**config.mk**
```make
export PLATFORM = sky130hd
export DESIGN_NAME = fetch_unit
export DESIGN_NICKNAME = d
export VERILOG_FILES = /design/src/rtl/fetch_unit.sv
export SDC_FILE = /design/constraint.sdc
export NUM_CORES = 1
export LEC_CHECK = 0
export BUFFER_PORTS_ARGS = -buffer_cell sky130_fd_sc_hd__buf_2
export CAP_MARGIN = 10
export CORE_MARGIN = 2
export CORE_UTILIZATION = 28
export CTS_CLUSTER_DIAMETER = 30
export DETAILED_ROUTE_END_ITERATION = 8
export HOLD_SLACK_MARGIN = 0.03
export SLEW_MARGIN = 40
export SYNTH_ARGS = -nofsm -noshare
export SYNTH_HDL_FRONTEND = slang
export SYNTH_SLANG_ARGS = --single-unit
export TNS_END_PERCENT = 10
```
**constraint.sdc**
```tcl
create_clock -name clk -period 4.1 [get_ports clk]
set_input_delay 0.41 -clock clk [delete_from_list [all_inputs] [get_ports clk]]
set_output_delay 0.41 -clock clk [all_outputs]
set_load 0.02 [all_outputs]
```
**src/rtl/fetch_unit.sv**
```systemverilog
`default_nettype none
// ============================================================================
// Module      : fetch_unit
// Description : Single-stage instruction fetch with a valid/ready output
//               register, redirect, an address-limit fault and an optional
//               alignment check. The check is enabled by FETCH_ALIGN_CHECK_EN.
// Revision    : 1.0 - initial release
// ============================================================================
module fetch_unit #(
  parameter logic [31:0] RESET_PC   = 32'h0000_0000,
  parameter logic [31:0] ADDR_LIMIT = 32'h0000_1000
) (
  input  logic        clk,
  input  logic        reset,
  output logic [31:0] imem_addr,
  input  logic [31:0] imem_rd,
  input  logic        redirect,
  input  logic [31:0] redirect_pc,
  output logic        out_valid,
  input  logic        out_ready,
  output logic [31:0] out_instr,
  output logic [31:0] out_pc,
  output logic [31:0] out_pc_plus4,
  output logic        fault,
  output logic        misaligned
);

  typedef enum logic [1:0] {
    S_IDLE  = 2'd0,
    S_FETCH = 2'd1,
    S_FAULT = 2'd2
  } state_t;

  state_t      r_state;
  state_t      w_state_nxt;
  logic [31:0] r_pc;
  logic [31:0] w_pc_nxt;
  logic        r_valid;
  logic        w_valid_nxt;
  logic [31:0] r_instr;
  logic [31:0] w_instr_nxt;
  logic [31:0] r_out_pc;
  logic [31:0] w_out_pc_nxt;
  logic        r_fault;
  logic        w_fault_nxt;
  logic        r_misaligned;
  logic        w_misaligned_nxt;
  logic [31:0] w_redirect_tgt;
  logic        w_pc_misaligned;

`ifdef FETCH_ALIGN_CHECK_EN
  assign w_redirect_tgt  = redirect_pc;
  assign w_pc_misaligned = (r_pc[1:0] != 2'b00);
`else
  // Low bits are dropped at load, so the PC can never become misaligned.
  logic w_unused_redirect_lsb;
  assign w_unused_redirect_lsb = ^redirect_pc[1:0];
  assign w_redirect_tgt        = {redirect_pc[31:2], 2'b00};
  assign w_pc_misaligned       = 1'b0;
`endif

  always_comb begin
    w_state_nxt      = r_state;
    w_pc_nxt         = r_pc;
    w_valid_nxt      = r_valid;
    w_instr_nxt      = r_instr;
    w_out_pc_nxt     = r_out_pc;
    w_fault_nxt      = r_fault;
    w_misaligned_nxt = r_misaligned;
    case (r_state)
      S_IDLE: begin
        w_state_nxt = S_FETCH;
        w_valid_nxt = 1'b0;
        if (redirect) w_pc_nxt = w_redirect_tgt;
      end
      S_FETCH: begin
        if (redirect) begin
          w_pc_nxt    = w_redirect_tgt;
          w_valid_nxt = 1'b0;
        end else if (!r_valid || out_ready) begin
          // A would-be capture from an illegal PC traps instead of fetching.
          if ((r_pc >= ADDR_LIMIT) || w_pc_misaligned) begin
            w_state_nxt      = S_FAULT;
            w_valid_nxt      = 1'b0;
            w_fault_nxt      = 1'b1;
            w_misaligned_nxt = w_pc_misaligned;
          end else begin
            w_instr_nxt  = imem_rd;
            w_out_pc_nxt = r_pc;
            w_valid_nxt  = 1'b1;
            w_pc_nxt     = r_pc + 32'd4;
          end
        end
      end
      S_FAULT: begin
        w_valid_nxt = 1'b0;
        w_fault_nxt = 1'b1;
      end
      default: begin
        w_state_nxt = S_IDLE;
        w_valid_nxt = 1'b0;
      end
    endcase
  end

  always_ff @(posedge clk or posedge reset) begin
    if (reset) begin
      r_state      <= S_IDLE;
      r_pc         <= RESET_PC;
      r_valid      <= 1'b0;
      r_instr      <= 32'h0;
      r_out_pc     <= 32'h0;
      r_fault      <= 1'b0;
      r_misaligned <= 1'b0;
    end else begin
      r_state      <= w_state_nxt;
      r_pc         <= w_pc_nxt;
      r_valid      <= w_valid_nxt;
      r_instr      <= w_instr_nxt;
      r_out_pc     <= w_out_pc_nxt;
      r_fault      <= w_fault_nxt;
      r_misaligned <= w_misaligned_nxt;
    end
  end

  assign imem_addr    = r_pc;
  assign out_valid    = r_valid;
  assign out_instr    = r_instr;
  assign out_pc       = r_out_pc;
  assign out_pc_plus4 = r_out_pc + 32'd4;
  assign fault        = r_fault;
  assign misaligned   = r_misaligned;

endmodule
`default_nettype wire

```
==> out/metrics.csv, run 1 <==
metric,value,unit
slowest_delay,0.38,ns
place.port_buffers,189,
hold_path_class,input port to async pin,
post_cts_buffers,0,
ios,199,
worstReg2RegEnd,out_instr[18]$_DFFE_PP0P_,
antenna_left,0,
area_growth,30.99,%
wl,12110,um
core-area,0.01594,mm^2
path_cells,ha_1 -> and4_1 -> and3_1 -> nand2b_1 -> nor4_1 -> xor2_1 -> buf_2,
gp_congestion,0.7641,
dieWidth,131.8,um
crit_path_start_kind,register,
wl_per_cell,14.33,um
hpwl,8978,um
avgViaCountPerCell,4.595,
drt_iter0_markers,175,
setup_viol,0,
multiInputGateArea,0.002017,mm^2
cellPowerDensity,485.3,mW/mm^2
dieArea,0.01738,mm^2
netlist_instances,438,
synth_flop_cell,dfrtp_1,
cts_buffers,9,
required,3.69,ns
whs,0.1743,ns
cp-end-kind,output port,
std_cell_rows,46,
drc,0,
track_usage,14.09,%
post_cts_resized,0,
r2r_setup_slack,1.65,ns
start_util,28.69,%
clock_path_buffers,2,
min_period,2.675,ns
skew,0.01184,ns
yosys_warnings,0,
clkSlewWorstSetupHoldPaths,0.07,ns
antenna_found_initial,0,
synth_cell_types,39,
async_flop_share,100.0,%
vias,3883,
power.leakage,3.111,nW
h-tree-depth,3,
drive_gt1_share,39.59,%
peakVddDrop,0.2851,mV
antenna_cells,0,
grt_setup_unrepaired,no,
grt_pass1_vias,3616,
status,"complete, no violations",
cp_data_arrival_time,2.26,ns
worstSetupPathType,register to output port,
nFillCells,1654,
cts_tree,done,
final_cell_mix,"buf_2, dfrtp_1, nand2_1",
crit_path_start,out_pc[3]$_DFFE_PP0P_,
die_h,131.8,um
avgSynthCellArea,10.44,um^2
worst_slew_pin_slew,0.6857,ns
critPathMaxFanout,4,
slew_headroom,54.28,%
fmax,0.3738,GHz
synth.cell_area,0.004574,mm^2
nNetsFinal,695,
regArea,0.002402,mm^2
worstSkewPairLatency,0.35,ns
clock_sinks,96,
synth_seq_cells,96,
tns,0,ns
hold_viol_final,0,
reg2regPathDepth,5,
regToRegStartpoint,imem_addr[26]$_DFFE_PP0P_,
slew_viol_final,0,
ys_seq_area_share,52.52,%
grt_max_degree,55,
grt_pass1_wl,19670,um
mostFrequentLayoutCell,buf_2,
cts-root-buf,clkbuf_16,
grt-ovfl-total,0,
drt_pass1_iterations,4,
synth-edff-count,0,
critPathSlowestCell,dfrtp_1,
maxCapViolCount,0,
cts_hold_buf,0,
finalCritPeriodShare,65.24,%
[cells by family (layout without fill, tap and decap cells)]
group	Yosys count	in the layout	share of synthesized area [%]
other cells	1	7	0.08198
xor+xnor	28	28	5.361
simple gates	165	165	18.24
buf+inv	36	221	4.267
compound gates	68	68	8.616
mux	41	41	10.09
flops	96	96	52.52
fa+ha+maj	3	3	0.8207
[cell usage after synthesis, types with 8 or more instances]
cell / number / area (um^2)
a21oi_1: 27 / 135.1
clkbuf_1: 11 / 41.29
dfrtp_1: 96 / 2402
inv_1: 11 / 41.29
mux2_1: 8 / 90.09
mux2_2: 33 / 371.6
nand2_1: 49 / 183.9
nand3_1: 20 / 100.1
nand4_1: 15 / 93.84
nor2_1: 29 / 108.9
nor2b_1: 18 / 112.6
o21ai_0: 15 / 75.07
o22ai_1: 10 / 62.56
xnor2_1: 20 / 175.2
xor2_1: 8 / 70.07
[sequential cells by signal, indices dropped and copies added (netlist names)]
register and count:
imem_addr 30, out_pc 30, r_state 2, out_instr 32
out_valid 1, fault 1
[final cells by class]
cell class,instances,area share (%)
tap,216,4.510
clock inverter,5,0.7100
multi-input combinational,312,33.66
timing repair buffer,194,16.41
clock buffer,11,3.884
sequential,96,40.09
inverter,11,0.7308
[routing by layer]
metal | wire (um) | track usage (%) | vias up
li1 | - | - | 1901
met1 | 5735 | 20.11 | 1819
met4 | 212 | 5.495 | 0
met3 | 717 | 2.768 | 15
met5 | 0 | 0 | -
met2 | 5445 | 21.09 | 148
[critical path: cells and delay by family (launching register included)]
family	cells	cell delay (ns)
xor gates and xnor gates	1	0.17
adders and majority gates	1	0.24
and+or+nand+nor	4	0.97
buffers and inverters	1	0.17
DFF	1	0.38
[stage by stage]
step / instance area (um^2) / power, mW / util, % / std cells / setup slack, ns
floorplan: 4597 / 1.810 / - / 444 / 1.185
global placement: 5713 / 2.128 / 35.83 / 829 / 1.557
detailed placement: 5717 / 2.136 / 35.86 / 829 / 1.551
CTS: 5992 / 2.943 / 37.58 / 845 / 1.359
global route: 5992 / 3.086 / 37.58 / 845 / 1.176
finish: 5992 / 2.908 / 37.58 / 845 / 1.425
[worst max path at each step]
stage	slack (ns)	endpoint	cells past startpoint
4_1_cts	1.36	out_pc_plus4[26]	7
2_1_floorplan	1.18	fault$_DFFE_PP0P_	1
3_3_place_gp	1.56	out_instr[31]$_DFFE_PP0P_	5
3_5_place_dp	1.55	out_instr[23]$_DFFE_PP0P_	5
5_1_grt	1.18	out_pc_plus4[26]	7
6_report	1.43	out_pc_plus4[26]	7
[report_power, final]
part / total, mW / switching (mW) / internal [mW]
logic: 0.788 / 0.513 / 0.275
registers: 1.33 / 0.236 / 1.09
clock network: 0.794 / 0.376 / 0.418
(Power assumes the default switching activity.)
==> run 2, diff against run 1 <==
--- a/config.mk
+++ b/config.mk
@@ -5,6 +5,7 @@
 export SDC_FILE = /design/constraint.sdc
 export NUM_CORES = 1
 export LEC_CHECK = 0
+export ABC_AREA = 1
 export BUFFER_PORTS_ARGS = -buffer_cell sky130_fd_sc_hd__buf_2
 export CAP_MARGIN = 10
 export CORE_MARGIN = 2
==> constraint.sdc (replaced) <==
create_clock -name clk -period 2.6 [get_ports clk]
set_input_delay 0.26 -clock clk [delete_from_list [all_inputs] [get_ports clk]]
set_output_delay 0.26 -clock clk [all_outputs]
set_load 0.02 [all_outputs]
==> out/metrics.csv, run 2 <==
metric,value,unit,change
synth_compound_area_share,5.009,%,was 8.616%
h-tree-depth,3,,unchanged
critPathMaxFanout,6,,was 4
cts_buffers,9,,unchanged
post_cts_buffers,0,,unchanged
yosys.area_share.simple,36.94,%,was 18.24%
cts_tree,done,,unchanged
yosys-top-cells-area,"dfrtp_1, nand2_1, nor2_1, inv_1, xor2_1",,"was dfrtp_1, mux2_2, nand2_1, xnor2_1, a21oi_1"
vias,5499,,was 3883
synth_seq_cells,96,,unchanged
skew,0.006128,ns,was 0.01184 ns
drc,0,,unchanged
synth-edff-count,0,,unchanged
wl,16750,um,was 12110 um
hold_viol_final,0,,unchanged
synthTopCellsByCount,"nand2_1, dfrtp_1, nor2_1",,"was dfrtp_1, nand2_1, mux2_2"
cellPowerDensity,794.9,mW/mm^2,was 485.3 mW/mm^2
dieArea,0.02067,mm^2,was 0.01738 mm^2
worstSkewPairLatency,0.34,ns,was 0.35 ns
grt_pass1_vias,5104,,was 3616
hpwl,12560,um,was 8978 um
place.port_buffers,189,,unchanged
yosys.area.top_type,dfrtp_1,,unchanged
tns,0,ns,unchanged
final_cell_mix,"nand2_1, buf_2, nor2_1",,"was buf_2, dfrtp_1, nand2_1"
worstSetupPathType,register to output port,,unchanged
peakVddDrop,0.5417,mV,was 0.2851 mV
ys_seq_area_share,43.92,%,was 52.52%
avgSynthCellArea,7.077,um^2,was 10.44 um^2
drt_pass1_iterations,4,,unchanged
setup_viol,0,,unchanged
avgViaCountPerCell,4.453,,was 4.595
antenna_found_initial,0,,unchanged
area_growth,28.61,%,was 30.99%
hold_path_class,input port to async pin,,unchanged
reg2regPathDepth,11,,was 5
finalPower,5.592,mW,was 2.908 mW
grt_pass1_wl,26450,um,was 19670 um
crit_path_start_kind,register,,unchanged
mostFrequentLayoutCell,nand2_1,,was buf_2
synth_mux_area_share,0,%,was 10.09%
power.leakage,3.811,nW,was 3.111 nW
antenna_cells,0,,unchanged
start_util,28.29,%,was 28.69%
gp_congestion,0.8988,,was 0.7641
nNetsFinal,1036,,was 695
netlist_instances,773,,was 438
fmax,0.4192,GHz,
synth_fa_ha_area_share,0.6862,%,was 0.8206%
synth.cell_area,0.005470,mm^2,was 0.004574 mm^2
finalCritPeriodShare,91.74,%,
drt_iter0_markers,265,,was 175
clock_sinks,96,,unchanged
largest_reg_flops,32,,unchanged
slew_headroom,58.04,%,was 54.28%
cp-end-kind,output port,,unchanged
synth_cell_types,31,,was 39
dieWidth,143.8,um,was 131.8 um
die_h,143.8,um,was 131.8 um
synth_flop_cell,dfrtp_1,,unchanged
min_period,2.385,ns,
synth_most_common_cell,nand2_1,,was dfrtp_1
core-area,0.01933,mm^2,was 0.01594 mm^2
yosys_warnings,0,,unchanged
synth.top_cell.area_share,43.92,%,was 52.52%
cts-root-buf,clkbuf_16,,unchanged
status,"complete, no violations",,unchanged
drive_gt1_share,25.36,%,was 39.59%
synth_xor_area_share,4.643,%,was 5.361%
cts_hold_buf,0,,unchanged
std_cell_rows,51,,was 46
wl_per_cell,13.57,um,was 14.33 um
synth_top_family_by_area,simple AND/OR/NAND/NOR gates,,unchanged
antenna_left,0,,unchanged
grt_setup_unrepaired,no,,unchanged
cp_data_arrival_time,2.13,ns,was 2.26 ns
required,2.34,ns,was 3.69 ns
maxCapViolCount,0,,unchanged
track_usage,16.37,%,was 14.09%
slew_viol_final,0,,unchanged
grt_max_degree,97,,was 55
worst_slew_pin_slew,0.6270,ns,was 0.6857 ns
clkSlewWorstSetupHoldPaths,0.07,ns,about the same
grt-ovfl-total,0,,unchanged
async_flop_share,100.0,%,unchanged
post_cts_resized,0,,unchanged
ios,199,,unchanged
clock_path_buffers,2,,unchanged
==> run 2: worst paths after layout <==
path                                      startpoint                         to  slack (ns)
max reg2reg                   r_state[1]$_DFFE_PP0P_   imem_addr[4]$_DFFE_PP0P_        0.59
min reg2reg                out_instr[28]$_DFFE_PP0P_  out_instr[28]$_DFFE_PP0P_        0.47
max                            out_pc[2]$_DFFE_PP0P_           out_pc_plus4[26]        0.21
max in group asynchronous                      reset      out_pc[3]$_DFFE_PP0P_        2.10
min                                            reset  out_instr[28]$_DFFE_PP0P_        0.06
min in group clk                         imem_rd[20]  out_instr[20]$_DFFE_PP0P_        0.10
==> run 2: layout make-up <==
type,instances,area (um^2)
multi-input combinational,581,2618
timing repair buffer,201,1061
fill,2074,12300
tap,265,331.6
inverter,76,290.3
clock buffer,10,239.0
clock inverter,6,91.34
sequential,96,2405
==> run 2: power by group <==
group          internal (mW)  leakage, nW  switching [mW]
registers               1.75         1.17           0.411
clock network          0.875        0.163           0.601
logic                  0.629         2.48            1.33
total                   3.25         3.81            2.34
==> run 2: worst max-delay path: stages, from the launching register on <==
cell and delay (ns):
dfrtp_2 0.42, ha_2 0.23, nand3_1 0.14, nor2_1 0.16, nand2_1 0.10, nor2_1 0.22
nand4_1 0.14, xor2_1 0.17, buf_2 0.19
==> run 2: routing by layer <==
metal  track usage [%]  share of wire [%]
met4             5.470                1.3
met5                 0                  0
met2             26.59                 46
met3             2.333                5.0
met1             22.39                 48
==> run 2: kinds of logic after synthesis <==
logic type,after synthesis
other,1
adders and majority gates,3
and+or+nand+nor,489
xor gates and xnor gates,29
buffers and inverters,102
AOI/OAI and AO/OA,53
DFF,96
==> run 2: stage by stage <==
step	utilization (%)	area, um^2	worst slack, ns	hold slack, ns	std cells
finish	36.39	7036	0.2147	0.06184	1235
global route	36.39	7036	0.04237	0.08901	1235
CTS	36.35	7028	0.08431	0.07828	1235
detailed placement	34.64	6698	0.4822	0.4593	1219
global placement	34.64	6698	0.4833	0.4536	1219
floorplan	-	5497	0.5611	0.3696	779
==> run 3, diff against run 2 <==
--- a/config.mk
+++ b/config.mk
@@ -5,12 +5,13 @@
 export SDC_FILE = /design/constraint.sdc
 export NUM_CORES = 1
 export LEC_CHECK = 0
-export ABC_AREA = 1
+export ABC_AREA = 0
 export BUFFER_PORTS_ARGS = -buffer_cell sky130_fd_sc_hd__buf_2
 export CAP_MARGIN = 10
 export CORE_MARGIN = 2
 export CORE_UTILIZATION = 28
 export CTS_CLUSTER_DIAMETER = 30
+export CTS_CLUSTER_SIZE = 30
 export DETAILED_ROUTE_END_ITERATION = 8
 export HOLD_SLACK_MARGIN = 0.03
 export SLEW_MARGIN = 40
==> out/metrics.csv, run 3 (synthesized netlist as in run 1, its figures left out) <==
metric,value,unit,change
path_cells,and4_1 -> nand4_1 -> or2_2 -> nor3_1 -> xnor2_1 -> buf_2,,was ha_2 -> nand3_1 -> nor2_1 -> nand2_1 -> nor2_1 -> nand4_1 -> xor2_1 -> buf_2
dieArea,0.01738,mm^2,was 0.02067 mm^2
r2r_setup_slack,0.21,ns,was 0.59 ns
start_util,28.69,%,was 28.29%
antenna_found_initial,0,,unchanged
gp_congestion,0.8016,,was 0.8988
setup_viol,0,,unchanged
drive_gt1_share,41.42,%,was 25.36%
drt_iter0_markers,184,,was 265
mostFrequentLayoutCell,buf_2,,was nand2_1
clock_path_buffers,2,,unchanged
clock_sinks,96,,unchanged
skew,0.008883,ns,was 0.006128 ns
cts_tree,done,,unchanged
cts_buffers,9,,unchanged
worstSkewPairLatency,0.35,ns,was 0.34 ns
stdcell_count,851,,was 1235
cts-root-buf,clkbuf_16,,unchanged
avgViaCountPerCell,4.693,,was 4.453
cpLargestDelayFamily,simple AND/OR/NAND/NOR gates,,unchanged
min_period,2.459,ns,was 2.385 ns
track_usage,14.55,%,was 16.37%
fmax,0.4067,GHz,was 0.4192 GHz
crit_path_start_kind,register,,unchanged
cp_data_arrival_time,2.20,ns,was 2.13 ns
hpwl,9122,um,was 12560 um
core-area,0.01594,mm^2,was 0.01933 mm^2
wl,12660,um,was 16750 um
wl_per_cell,14.88,um,was 13.57 um
worst-path-buf-inv,1,,unchanged
hold_path_class,input port to async pin,,unchanged
std_cell_rows,46,,was 51
ios,199,,unchanged
maxCapViolCount,0,,unchanged
grt-ovfl-total,0,,unchanged
grt_pass1_vias,3676,,was 5104
final_cell_mix,"buf_2, dfrtp_1, nand2_1",,"was nand2_1, buf_2, nor2_1"
nFillCells,1611,,was 2074
clkSlewWorstSetupHoldPaths,0.07,ns,about the same
grt_max_degree,97,,unchanged
nNetsFinal,701,,was 1036
antenna_cells,0,,unchanged
cp-end-kind,output port,,unchanged
fin_area,0.006140,mm^2,was 0.007036 mm^2
finalCritPeriodShare,94.57,%,was 91.74%
hold_viol_final,0,,unchanged
dp.cells,833,,was 1219
cellPowerDensity,787.8,mW/mm^2,was 794.9 mW/mm^2
cts_hold_buf,0,,unchanged
slew_viol_final,0,,unchanged
antenna_left,0,,unchanged
place.port_buffers,189,,unchanged
critPathSlowestCell,dfrtp_1,,was dfrtp_2
drt_pass1_iterations,4,,unchanged
worstSetupPathType,register to output port,,unchanged
critPathMaxFanout,6,,unchanged
vias,3994,,was 5499
tns,0,ns,unchanged
dp_worst_setup_slack,0.2431,ns,was 0.4822 ns
drc,0,,unchanged
power.leakage,3.162,nW,was 3.811 nW
largest_reg_flops,32,,unchanged
setup_slack,0.1412,ns,was 0.2147 ns
h-tree-depth,3,,unchanged
slowest_delay,0.45,ns,was 0.42 ns
status,"complete, no violations",,unchanged
area_growth,34.22,%,was 28.61%
grt_pass1_wl,20140,um,was 26450 um
required,2.34,ns,about the same
whs,0.05103,ns,was 0.06184 ns
slew_headroom,64.49,%,was 58.04%
die_h,131.8,um,was 143.8 um
peakVddDrop,0.4768,mV,was 0.5417 mV
dieWidth,131.8,um,was 143.8 um
placed_cell_area,0.005769,mm^2,was 0.006698 mm^2
worst_slew_pin_slew,0.5326,ns,was 0.6270 ns
## run 3: final timing paths
kind / cells past startpoint / endpoint / startpoint
setup / recovery: 6 / out_pc_plus4[25] / out_pc[13]$_DFFE_PP0P_
hold / removal: 3 / fault$_DFFE_PP0P_ / reset
setup reg to reg: 5 / out_instr[19]$_DFFE_PP0P_ / imem_addr[26]$_DFFE_PP0P_
hold reg to reg: 1 / fault$_DFFE_PP0P_ / fault$_DFFE_PP0P_
max in group asynchronous: 3 / out_pc[12]$_DFFE_PP0P_ / reset
min in group clk: 3 / imem_addr[25]$_DFFE_PP0P_ / redirect_pc[25]
## run 3: final cells by class
| class | count | area [um^2] | area share [%] |
|---|---|---|---|
| Sequential cell | 96 | 2407 | 39.21 |
| Multi-Input combinational cell | 312 | 2032 | 33.10 |
| Timing Repair Buffer | 200 | 1054 | 17.16 |
| Tap cell | 216 | 270.3 | 4.402 |
| Clock buffer | 10 | 239.0 | 3.892 |
| Clock inverter | 6 | 92.59 | 1.508 |
| Inverter | 11 | 45.04 | 0.7336 |
## run 3: metal layers
layer,vias up,global-route usage (%),part of all wire (%)
met5,-,0,0
met4,0,6.341,1.8
met3,17,2.999,5.9
met2,154,22.11,46
met1,1901,20.14,46
li1,1922,-,-
## run 3: timing repair
item	4_1_cts	5_1_grt
hold endpoints to repair	0	0
setup endpoints to repair	0	6
resized for setup	0	8
buffers inserted	0	2
## run 3: where the power goes
| part | internal, mW | switching [mW] | total, mW |
|---|---|---|---|
| clock | 0.872 | 0.585 | 1.46 |
| combinational | 0.459 | 0.839 | 1.30 |
| sequential | 1.72 | 0.361 | 2.08 |
| total | 3.05 | 1.78 | 4.84 |
## run 3: metrics by stage
step	util, %	total power, mW
floorplan	-	2.854
detailed placement	36.19	3.407
global route	38.51	5.144
CTS	38.27	4.902
global placement	36.19	3.399
finish	38.51	4.837
## run 3: tightest hold or removal path, cell delays in order
cell,delay [ns]
buf_2,0.11
clkinvlp_4,0.07
buf_12,0.40
